## src/rtl/mem_access_tracker.sv

```systemverilog
// Passive tracker for a req/gnt/rvalid memory port: keeps granted accesses in an in-order
// pending queue and emits one timestamped trace record per completed access on a valid/ready stream.
module mem_access_tracker #(
    parameter int ADDR_WIDTH      = 32,
    parameter int DATA_WIDTH      = 32,
    parameter int TIME_WIDTH      = 32,
    parameter int MAX_OUTSTANDING = 4,
    parameter int DROP_CNT_WIDTH  = 8
) (
    input  logic                                 clk,
    input  logic                                 rst,
    input  logic                                 mem_req,
    input  logic [ADDR_WIDTH-1:0]                mem_addr,
    input  logic                                 mem_gnt,
    input  logic                                 mem_rvalid,
    input  logic [DATA_WIDTH-1:0]                mem_rdata,
    input  logic [TIME_WIDTH-1:0]                counter,
    output logic                                 trace_valid,
    input  logic                                 trace_ready,
    output logic [ADDR_WIDTH-1:0]                trace_addr,
    output logic [DATA_WIDTH-1:0]                trace_data,
    output logic [TIME_WIDTH-1:0]                trace_t_req,
    output logic [TIME_WIDTH-1:0]                trace_t_gnt,
    output logic [TIME_WIDTH-1:0]                trace_t_rvalid,
    output logic [$clog2(MAX_OUTSTANDING):0]     pending_count,
    output logic                                 overflow,
    output logic                                 proto_err,
    output logic [DROP_CNT_WIDTH-1:0]            drop_count
);
    localparam int PTR_W = $clog2(MAX_OUTSTANDING);
    localparam int CNT_W = PTR_W + 1;
    localparam logic [CNT_W-1:0] DEPTH = CNT_W'(MAX_OUTSTANDING);

    typedef enum logic [0:0] {
        IDLE,
        WAIT_GNT
    } state_t;

    typedef struct packed {
        logic [ADDR_WIDTH-1:0] addr;
        logic [TIME_WIDTH-1:0] t_req;
        logic [TIME_WIDTH-1:0] t_gnt;
    } entry_t;

    state_t                  state_reg, state_next;
    logic [TIME_WIDTH-1:0]   t_req_reg, t_req_next;
    logic                    push;
    entry_t                  push_entry;

    logic [PTR_W-1:0]        wr_ptr_reg, rd_ptr_reg;
    logic [CNT_W-1:0]        count_reg, count_next;
    logic                    q_empty, q_full;
    logic                    pop, push_ok, push_drop, rvalid_orphan;
    entry_t                  slot_rd [MAX_OUTSTANDING];
    entry_t                  head;

    logic                    out_valid_reg;
    logic [ADDR_WIDTH-1:0]   out_addr_reg;
    logic [DATA_WIDTH-1:0]   out_data_reg;
    logic [TIME_WIDTH-1:0]   out_t_req_reg, out_t_gnt_reg, out_t_rvalid_reg;
    logic                    overflow_reg, proto_err_reg;
    logic [DROP_CNT_WIDTH-1:0] drop_cnt_reg;

    // ------------------------------------------------------------------
    // Request FSM: tracks the request phase up to its grant
    // ------------------------------------------------------------------
    always_ff @(posedge clk) begin
        if (rst) begin
            state_reg <= IDLE;
            t_req_reg <= '0;
        end else begin
            state_reg <= state_next;
            t_req_reg <= t_req_next;
        end
    end

    always_comb begin
        state_next       = state_reg;
        t_req_next       = t_req_reg;
        push             = 1'b0;
        push_entry.addr  = mem_addr;
        push_entry.t_req = counter;
        push_entry.t_gnt = counter;
        case (state_reg)
            IDLE: begin
                if (mem_req) begin
                    t_req_next = counter;
                    if (mem_gnt) begin
                        push = 1'b1;
                    end else begin
                        state_next = WAIT_GNT;
                    end
                end
            end
            WAIT_GNT: begin
                push_entry.t_req = t_req_reg;
                if (mem_gnt) begin
                    push       = 1'b1;
                    state_next = IDLE;
                end else if (!mem_req) begin
                    // request withdrawn before grant: nothing to track
                    state_next = IDLE;
                end
            end
            default: state_next = IDLE;
        endcase
    end

    // ------------------------------------------------------------------
    // Pending queue: in-order FIFO of granted, unanswered accesses
    // ------------------------------------------------------------------
    assign q_empty       = (count_reg == '0);
    assign q_full        = (count_reg == DEPTH);
    assign pop           = mem_rvalid && !q_empty;
    assign rvalid_orphan = mem_rvalid && q_empty;
    assign push_ok       = push && (!q_full || pop);
    assign push_drop     = push && q_full && !pop;

    always_comb begin
        count_next = count_reg;
        case ({push_ok, pop})
            2'b10:   count_next = count_reg + CNT_W'(1);
            2'b01:   count_next = count_reg - CNT_W'(1);
            default: count_next = count_reg;
        endcase
    end

    always_ff @(posedge clk) begin
        if (rst) begin
            wr_ptr_reg <= '0;
            rd_ptr_reg <= '0;
            count_reg  <= '0;
        end else begin
            if (push_ok) begin
                wr_ptr_reg <= wr_ptr_reg + PTR_W'(1);
            end
            if (pop) begin
                rd_ptr_reg <= rd_ptr_reg + PTR_W'(1);
            end
            count_reg <= count_next;
        end
    end

    // Slot storage needs no reset: validity is carried by the pointers and count.
    genvar gi;
    generate
        for (gi = 0; gi < MAX_OUTSTANDING; gi++) begin : g_slot
            entry_t slot_reg;
            always_ff @(posedge clk) begin
                if (push_ok && (wr_ptr_reg == PTR_W'(gi))) begin
                    slot_reg <= push_entry;
                end
            end
            assign slot_rd[gi] = slot_reg;
        end
    endgenerate

    assign head = slot_rd[rd_ptr_reg];

    // ------------------------------------------------------------------
    // One-deep output register and sticky status
    // ------------------------------------------------------------------
    always_ff @(posedge clk) begin
        if (rst) begin
            out_valid_reg    <= 1'b0;
            out_addr_reg     <= '0;
            out_data_reg     <= '0;
            out_t_req_reg    <= '0;
            out_t_gnt_reg    <= '0;
            out_t_rvalid_reg <= '0;
            overflow_reg     <= 1'b0;
            proto_err_reg    <= 1'b0;
            drop_cnt_reg     <= '0;
        end else begin
            if (pop) begin
                if (out_valid_reg && !trace_ready) begin
                    // held record wins; the new one is lost
                    overflow_reg <= 1'b1;
                    if (drop_cnt_reg != '1) begin
                        drop_cnt_reg <= drop_cnt_reg + DROP_CNT_WIDTH'(1);
                    end
                end else begin
                    out_valid_reg    <= 1'b1;
                    out_addr_reg     <= head.addr;
                    out_data_reg     <= mem_rdata;
                    out_t_req_reg    <= head.t_req;
                    out_t_gnt_reg    <= head.t_gnt;
                    out_t_rvalid_reg <= counter;
                end
            end else if (out_valid_reg && trace_ready) begin
                out_valid_reg <= 1'b0;
            end
            if (push_drop) begin
                overflow_reg <= 1'b1;
            end
            if (rvalid_orphan) begin
                proto_err_reg <= 1'b1;
            end
        end
    end

    assign trace_valid    = out_valid_reg;
    assign trace_addr     = out_addr_reg;
    assign trace_data     = out_data_reg;
    assign trace_t_req    = out_t_req_reg;
    assign trace_t_gnt    = out_t_gnt_reg;
    assign trace_t_rvalid = out_t_rvalid_reg;
    assign pending_count  = count_reg;
    assign overflow       = overflow_reg;
    assign proto_err      = proto_err_reg;
    assign drop_count     = drop_cnt_reg;

endmodule

```

## config.mk

```make
export PLATFORM = sky130hd
export DESIGN_NAME = mem_access_tracker
export DESIGN_NICKNAME = d
export VERILOG_FILES = /design/src/rtl/mem_access_tracker.sv
export SDC_FILE = /design/constraint.sdc
export NUM_CORES = 1
export LEC_CHECK = 0
export ABC_AREA = 1
export BUFFER_PORTS_ARGS = -buffer_cell sky130_fd_sc_hd__buf_2
export CAP_MARGIN = 20
export CORE_MARGIN = 10
export CORE_UTILIZATION = 55
export DETAILED_ROUTE_END_ITERATION = 10
export GPL_ROUTABILITY_DRIVEN = 0
export PLACE_DENSITY = 0.79
export RECOVER_POWER = 100
export SYNTH_ARGS = -nofsm -noshare
export SYNTH_HDL_FRONTEND = slang
export SYNTH_SLANG_ARGS = --single-unit
export TNS_END_PERCENT = 50
```

## constraint.sdc

```tcl
create_clock -name clk -period 6.43 [get_ports clk]
set_clock_uncertainty 0.05 [all_clocks]
set_input_delay 0 -clock clk [delete_from_list [all_inputs] [get_ports clk]]
set_output_delay 0 -clock clk [all_outputs]
set_load 0.01 [all_outputs]
```

# Yosys cells after proc, flatten, opt, wreduce, memory -nomap -nowiden
# Index checks and enable logic that the tools add are counted.
[totals]
regBits = 595
out_inout_bits = 174
elab_cells = 89
[op_classes]
addsub = 5
order_cmp = 1
eq_ne = 8
mux = 19
bitwise = 3
reduce_logical = 27
[op_table]
columns = ["cell", "count"]
rows = [
  ["$bmux 96 s2", 1],
  ["$mux 96", 2],
  ["$mux 32", 1],
  ["$mux 1", 12],
  ["$logic_and 1x1->1", 11],
  ["$add 8x1->8 const B", 1],
  ["$ne 8x8->1 const B", 1],
  ["$reduce_and 2->1", 4],
  ["$reduce_bool 2->1", 4],
  ["$eq 2x2->1 const B", 3],
  ["$pmux 3 s2", 1],
  ["$add 2x1->2 const B", 2],
  ["$eq 2x1->1 const B", 2],
  ["$logic_not 1->1", 4],
  ["$pmux 1 s2", 2],
  ["$add 3x1->3 const B", 1],
  ["$eq 3x3->1 const B", 1],
  ["$ge 3x3->1 const B", 1],
  ["$logic_not 3->1", 1],
  ["$not 2->3", 1],
  ["$reduce_and 3->1", 1],
  ["$sub 3x1->3 const B", 1],
  ["$logic_not 2->1", 1],
  ["$ne 2x2->1 const B", 1],
  ["other kinds (2)", 3],
]

# Depth between registers and ports, before layout
# Gate-level depths: netlist (run 1).
[depth]
ltp_word = 7
ltp_mapped = 10
ltp_nobuf = 10

# Worst setup path after synthesis (run 1)
# OpenSTA, ideal clock, no wires.
[synth_timing]
path_kind = "register to register"
start = "register count_reg[0] (netlist: pending_count[0])"
end = "register g_slot[0].slot_reg[0] (netlist name), enable pin"
setup_time_ns = 0.552
arrival_time_ns = 4.792
t_required_ns = 5.828
setup_slack_ns = 1.036
stages_incl_launch_ff = 5
path_buffers = 0
synth_period_minus_slack_ns = 5.394
path_cell_list = "dfxtp_1 > nor2_4 > nand3_1 > nand2_1 > nor2_1"
[synth_between]
elab_chain_len = 6
word_cells_on_any_way = 8
[synth_rtl]
columns = ["item", "line_no", "source"]
rows = [
  ["from (decl)", "51", "logic [CNT_W-1:0] count_reg, count_next;"],
  ["from (signal assigned)", "140", "count_reg <= count_next;"],
  ["$logic_not 3->1", "112", "assign q_empty = (count_reg == '0);"],
  ["$logic_not 1->1", "114", "assign pop = mem_rvalid && !q_empty;"],
  ["$logic_and 1x1->1", "114", ""],
  ["$logic_or 1x1->1 (*)", "116", "assign push_ok = push && (!q_full || pop);"],
  ["$logic_and 1x1->1 (*)", "116", ""],
  ["$logic_and 1x1->1 (*)", "150", "if (push_ok && (wr_ptr_reg == PTR_W'(gi))) begin"],
  ["to (signal assigned)", "151", "slot_reg <= push_entry;"],
  ["to (decl)", "148", "entry_t slot_reg;"],
]
# Mark *: on every way between the ends. The rest lies on a longest branch, timed or not.
# A chain may end at the register's enable or synchronous reset.

# Worst setup path in the final report (run 1)
[layout_timing]
start = "register state_reg"
end = "register g_slot[2].slot_reg[29] (netlist name), enable pin"
[layout_between]
elab_chain_len = 4
[layout_rtl]
columns = ["item", "line_no", "source"]
rows = [
  ["from (decl)", "45", "state_t state_reg, state_next;"],
  ["from (signal assigned)", "72", "state_reg <= state_next;"],
  ["$not 1->1", "--", ""],
  ["$pmux 1 s2 (*)", "84", "case (state_reg)"],
  ["$logic_and 1x1->1 (*)", "116", ""],
  ["$logic_and 1x1->1 (*)", "150", ""],
  ["to (signal assigned)", "151", ""],
  ["to (decl)", "148", ""],
]
# Marked as above.

==> flow_metrics.tcl, run 1 <==
set metrics [dict create \
    drive_gt1_share_pct 6.085 \
    portBuffers 275 \
    areaGrowthSynthToFinish_pct 18.38 \
    tightestPinTransition_ps 3127 \
    p_seq_share_pct 48.0 \
    fp-row-count 73 \
    worstPathCellList "nor2_1, nor2_1, nand2_1, nor2_1, buf_4" \
    cts_root_buf "clkbuf_16" \
    htree_levels 2 \
    peakVddDrop_mv 0.3764 \
    cp-start-kind "register" \
    grt_pass1_wl_mm 90.59 \
    setup_viol 0 \
    antenna_found_initial 0 \
    fin_tns_setup_ps 0 \
    layout_common_cells "nor2_1, edfxtp_1, o21ai_0, clkbuf_1, dfxtp_1" \
    synthesis.nets 2089 \
    ys_seq_area_share_pct 70.99 \
    synth_top_area_share_pct 51.96 \
    clk_path_buf_depth 3 \
    wire_per_inst_um 20.26 \
    min_period_ps 4509 \
    drt_first_pass_iters 7 \
    antenna_cells 0 \
    fin_nets 2413 \
    rsz0062_at_grt "no" \
    clkLatencyLatePin_ps 590 \
    slew_violations 297 \
    gr-total-overflow 0 \
    postSynthAreaPerCell_um2 11.20 \
    ys_types 33 \
    hold_viol 0 \
    vias 16340 \
    die_w_um 220.9 \
    p_sw_share_pct 28.76 \
    cts_resized 0 \
    combPwrFrac_pct 17.6 \
    whs_path_depth 4 \
    yosys_warnings 0 \
    syn_area_um2 22190 \
    relSlewSlack_pct -109.2 \
    final_cells 2875 \
    p_leak_nw 9.384 \
    cpLargestDelayFamily "simple AND/OR/NAND/NOR gates" \
    worstSetupPathType "reg -> reg" \
    max-cap-violations 7 \
    track_usage_pct 22.66 \
    cp.depth 5 \
    synth-seq-cells 595 \
    dpl-instance-area_um2 23690 \
    path_buf_inv 1 \
    cp_common_cell "nor2_1" \
    critPathMaxStageDelay_ps 2340 \
    dp_cells 2667 \
    die_height_um 220.9 \
    cts_setup_buffers 0 \
    dp_hpwl_mm 32.80 \
    cts_tree "yes" \
    power.density_nw_per_um2 371.3 \
    antenna_left 0 \
    path_clk_slew_ps 60 \
    final_common_cell "nor2_1" \
    crit_required_ps 6600 \
    critPathCaptureType "register" \
    drt_iter0_drc 1669 \
    drcViolationCount 0 \
    yosysTopAreaCell "edfxtp_1" \
    fin_crit_sh_pct 70.12 \
    drt_wl_total_mm 58.26 \
    largest_register_ffs 384 \
    crit_arrival_ps 4680 \
    syn-instance-count 1981 \
    start_util_pct 55.73 \
    pwr-share-clk_pct 34.5 \
    avgViaCountPerCell 5.683 \
    internal_power_mw 6.949 \
    grt_pass1_vias 16330 \
    hold_path.class "in -> reg" \
    grt_max_degree 160 \
    p_sw_mw 2.806 \
    stdcell_area_um2 26270 \
    clkSinkCount 595 \
    pin_count 276 \
    cts_made_buffers 56 \
    core_area_um2 39820 \
    status "finished, violations left" \
    crit_slowest_cell "nor2_1" \
    rr_worst_depth 5 \
    die_area_um2 48790 \
    fmax_mhz 221.8 \
    synth.area.top_cells "edfxtp_1, dfxtp_1, nor2_1, o21ai_0, o21ai_1" \
    crit_fanout 35 \
    hold_buffers 102 \
    violations "max-capacitance violations, max-slew violations" \
]
==> area by class of cell <==
| cell class | count | area (µm²) |
|---|---|---|
| flip-flops and latches | 595 | 15760 |
| multi-input cells | 1191 | 5454 |
| inverters | 64 | 251.5 |
| well taps | 525 | 656.9 |
| fillers | 2962 | 13550 |
| clock buffers | 80 | 1614 |
| clock inverters | 23 | 265.3 |
| repair buffers | 397 | 2270 |
==> cell usage after synthesis <==
cell / count
nor3_1: 1
buf_2: 29
nor2_4: 2
nor2_2: 1
o21a_1: 1
o22ai_1: 96
fa_1: 1
nand4_1: 5
nand2_2: 1
clkbuf_2: 1
xor2_1: 1
xnor2_1: 1
a21oi_1: 45
nand2_1: 62
o21ai_1: 125
clkbuf_1: 62
inv_2: 3
a21oi_4: 1
a21boi_0: 1
a21o_1: 1
inv_1: 59
buf_6: 18
o21ai_0: 300
edfxtp_1: 384
ha_1: 5
nor2_8: 1
dfxtp_1: 211
nor2_1: 528
nand3_1: 10
clkinv_1: 2
buf_1: 4
buf_4: 17
nand2_4: 2
==> routing by layer <==
layer | track usage (%) | part of all wire [%] | wire length, µm | vias up
met2 | 38.77 | 50 | 29150 | 788
met4 | 8.542 | 3.1 | 1788 | 0
li1 | - | - | - | 7566
met5 | 0 | 0 | 0 | -
met3 | 4.311 | 7.8 | 4544 | 124
met1 | 27.97 | 39 | 22780 | 7862
==> power by group through the flow <==
stage	Clock [mW]	Combinational (mW)	Sequential (mW)
3_3_place_gp	0	1.66	4.71
3_5_place_dp	0	1.71	4.73
4_1_cts	3.38	1.77	4.66
6_report	3.36	1.72	4.68
2_1_floorplan	0	1.03	4.80
5_1_grt	3.55	1.89	4.71
==> through the flow <==
stage	hold WS, ps	worst slack [ps]	utilization, %	total power [mW]
3_5_place_dp	143.1	3349	59.49	6.438
5_1_grt	132.1	1637	65.98	10.15
2_1_floorplan	27.58	1036	-	5.833
3_3_place_gp	134.5	3438	59.49	6.372
4_1_cts	94.52	3345	66.77	9.809
6_report	124.2	1921	65.98	9.755
==> worst reg2reg max path, cell delays in order (launching register included) <==
cell and delay (ps):
dfxtp_1 390, nor2_1 60, nor2_1 230, nand2_1 280
nor2_1 2350, buf_4 770
==> worst paths after layout <==
check                                          end                  startpoint  slack (ps)
setup / recovery  g_slot[2].slot_reg[29]$_DFFE_PP_        state_reg$_SDFF_PP0_        1920
hold / removal         trace_data[27]$_SDFFE_PP0P_               mem_rdata[27]         120
setup reg to reg  g_slot[2].slot_reg[29]$_DFFE_PP_        state_reg$_SDFF_PP0_        1920
hold reg to reg         t_req_reg[18]$_SDFFE_PP0P_  t_req_reg[18]$_SDFFE_PP0P_         400
==> logic make-up (layout without fill, tap and decap cells) <==
group	count (synthesis)	in the layout	synth area share, %
adders and majority gates	6	6	0.3721
buffers and inverters	195	564	4.363
DFF	595	595	70.99
and+or+nand+nor	613	613	10.72
AOI/OAI and AO/OA	570	570	13.48
xor gates and xnor gates	2	2	0.07894
(Power assumes the default switching activity.)
==> run 2: changes to the inputs <==
==> constraint.sdc (replaced) <==
create_clock -name clk -period 4.5 [get_ports clk]
set_clock_uncertainty 0.05 [all_clocks]
set_input_delay 0 -clock clk [delete_from_list [all_inputs] [get_ports clk]]
set_output_delay 0 -clock clk [all_outputs]
set_load 0.01 [all_outputs]
==> run 2 against run 1 <==
Against the previous run:
- the run still ends with max-capacitance violations, max-slew violations left
- maximum frequency up 38%
- combinational power up 47%
- final area up 0.61%
- final cell count up 0.35%
- via count up 0.22%
- first-iteration DRC count down 4.3%
- sequential power up 42%
- count of clock-buffer cells in the layout down 7
- critical endpoint is now trace_t_req[15]$_SDFFE_PP0P_
==> flow_metrics.tcl, run 2 (synthesis gave the netlist of run 1 again) <==
set metrics [dict create \
    clkSinkCount 595 \
    tightestPinTransition_ps 1863 \
    dr_wl_met3_mm 4.695 \
    areaGrowthSynthToFinish_pct 19.11 \
    hold_path.class "in -> reg" \
    cts_root_buf "clkbuf_16" \
    drt_first_pass_iters 9 \
    vias 16380 \
    layout_common_cells "nor2_1, edfxtp_1, o21ai_0, clkbuf_1, dfxtp_1" \
    crit_required_ps 4950 \
    clk_path_buf_depth 3 \
    gr-total-overflow 0 \
    status "finished, violations left" \
    setup_viol 0 \
    final_util_pct 66.38 \
    worstSetupPathType "reg -> reg" \
    critPathMaxStageDelay_ps 1050 \
    nFillCells 2940 \
    cts_resized 0 \
    wire_per_inst_um 20.23 \
    core_area_um2 39820 \
    rrSetupSlack_ps 1240 \
    multi_input_area_um2 5441 \
    p_leak_nw 9.464 \
    r2r-start "pending_count[2]$_SDFFE_PP0P_" \
    critPathCaptureType "register" \
    die_height_um 220.9 \
    fin_ws_ps 1240 \
    slew_violations 427 \
    highest_layer "met4" \
    power.density_nw_per_um2 533.2 \
    fmax_mhz 306.7 \
    clkLatencyLatePin_ps 610 \
    crit_fanout 85 \
    portBuffers 275 \
    drcViolationCount 0 \
    drt_wl_total_mm 58.36 \
    cts_made_buffers 57 \
    start_util_pct 55.73 \
    place_ws_ps 2032 \
    reg2reg_to "trace_t_req[15]$_SDFFE_PP0P_" \
    min_period_ps 3260 \
    cp_common_cell "nor2_1" \
    fin_crit_sh_pct 72.46 \
    grt_max_degree 163 \
    antenna_left 0 \
    min_to "trace_data[31]$_SDFFE_PP0P_" \
    die_w_um 220.9 \
    rr_worst_depth 6 \
    dp_cells 2667 \
    final_cells 2885 \
    p_total_mw 14.10 \
    largest_register_ffs 384 \
    drt_iter0_drc 1598 \
    met2WireLength_mm 29.49 \
    avgViaCountPerCell 5.676 \
    ff_latch_area_um2 15760 \
    stdcell_area_um2 26440 \
    pin_count 276 \
    crit_arrival_ps 3710 \
    dpl-instance-area_um2 23750 \
    crit_start "pending_count[2]$_SDFFE_PP0P_" \
    fin_nets 2416 \
    grt_pass1_wl_mm 90.63 \
    path_clk_slew_ps 60 \
    track_usage_pct 22.72 \
    crit_slowest_cell "nand2_2" \
    cp-start-kind "register" \
    fin_tns_setup_ps 0 \
    violations "max-capacitance violations, max-slew violations" \
    min_from "mem_rdata[31]" \
    grt_pass1_vias 16300 \
    fp-row-count 73 \
    peakVddDrop_mv 0.3636 \
    hold_viol 0 \
    dp_hpwl_mm 31.75 \
    drive_gt1_share_pct 6.576 \
    max-cap-violations 4 \
    worst_hold_slack_ps 116.8 \
    relSlewSlack_pct -24.19 \
    htree_levels 2 \
    final_common_cell "nor2_1" \
    cts_tree "yes" \
    rsz0062_at_grt "no" \
    antenna_found_initial 2 \
    die_area_um2 48790 \
    wl_met1_mm 22.62 \
    whs_path_depth 4 \
    worstPathCellList "inv_1, a21oi_1, nand2_2, buf_16, nor2_1, nor2_1" \
]
## run 2: cell count changes in the layout (fill, tap and decap cells not counted), sizes merged
cell	previous run	this run
clkinv	17	22
dlygate4sd3	102	103
clkbuf	324	316
clkinvlp	1	3
inv	63	65
diode	0	3
buf	51	53
bufinv	6	9
## run 2: worst max-delay path, delay by kind of cell (launching register included)
kind / cells / cell delay (ps)
simple gates: 3 / 1470
flops: 1 / 380
compound gates: 1 / 450
buf+inv: 2 / 740
## run 2: worst max path at each step
stage                                  endpoint  slack, ps  cells past startpoint
2_1_floorplan   g_slot[0].slot_reg[0]$_DFFE_PP_       -890                      4
3_3_place_gp        trace_addr[31]$_SDFFE_PP0P_       2100                      6
3_5_place_dp        trace_addr[13]$_SDFFE_PP0P_       2030                      6
6_report           trace_t_req[15]$_SDFFE_PP0P_       1240                      6
5_1_grt        g_slot[2].slot_reg[30]$_DFFE_PP_        970                      5
4_1_cts             trace_addr[31]$_SDFFE_PP0P_       1960                      6
## run 2: layout make-up
| type | instances | area share [%] |
|---|---|---|
| Timing Repair Buffer | 399 | 8.960 |
| Inverter | 64 | 0.9513 |
| Sequential cell | 595 | 59.63 |
| Multi-Input combinational cell | 1191 | 20.58 |
| Tap cell | 525 | 2.485 |
| Clock inverter | 35 | 1.628 |
| Clock buffer | 73 | 5.736 |
| Antenna cell | 3 | 0.02840 |
## run 2: routing by layer
metal,global-route usage (%),vias up
li1,-,7576
met1,28.03,7919
met2,39.09,765
met3,4.376,116
met4,7.948,0
met5,0,-
## run 2: what timing repair did
| item | 4_1_cts | 5_1_grt |
|---|---|---|
| endpoints found under the hold margin | 489 | 0 |
| buffers inserted | 0 | 0 |
| hold buffers | 103 | 0 |
## run 2: report_power, final
part           leakage (nW)  switching, mW  internal, mW
logic                  3.28           1.76         0.757
clock network         0.951           2.03          2.91
registers              5.23          0.279          6.36
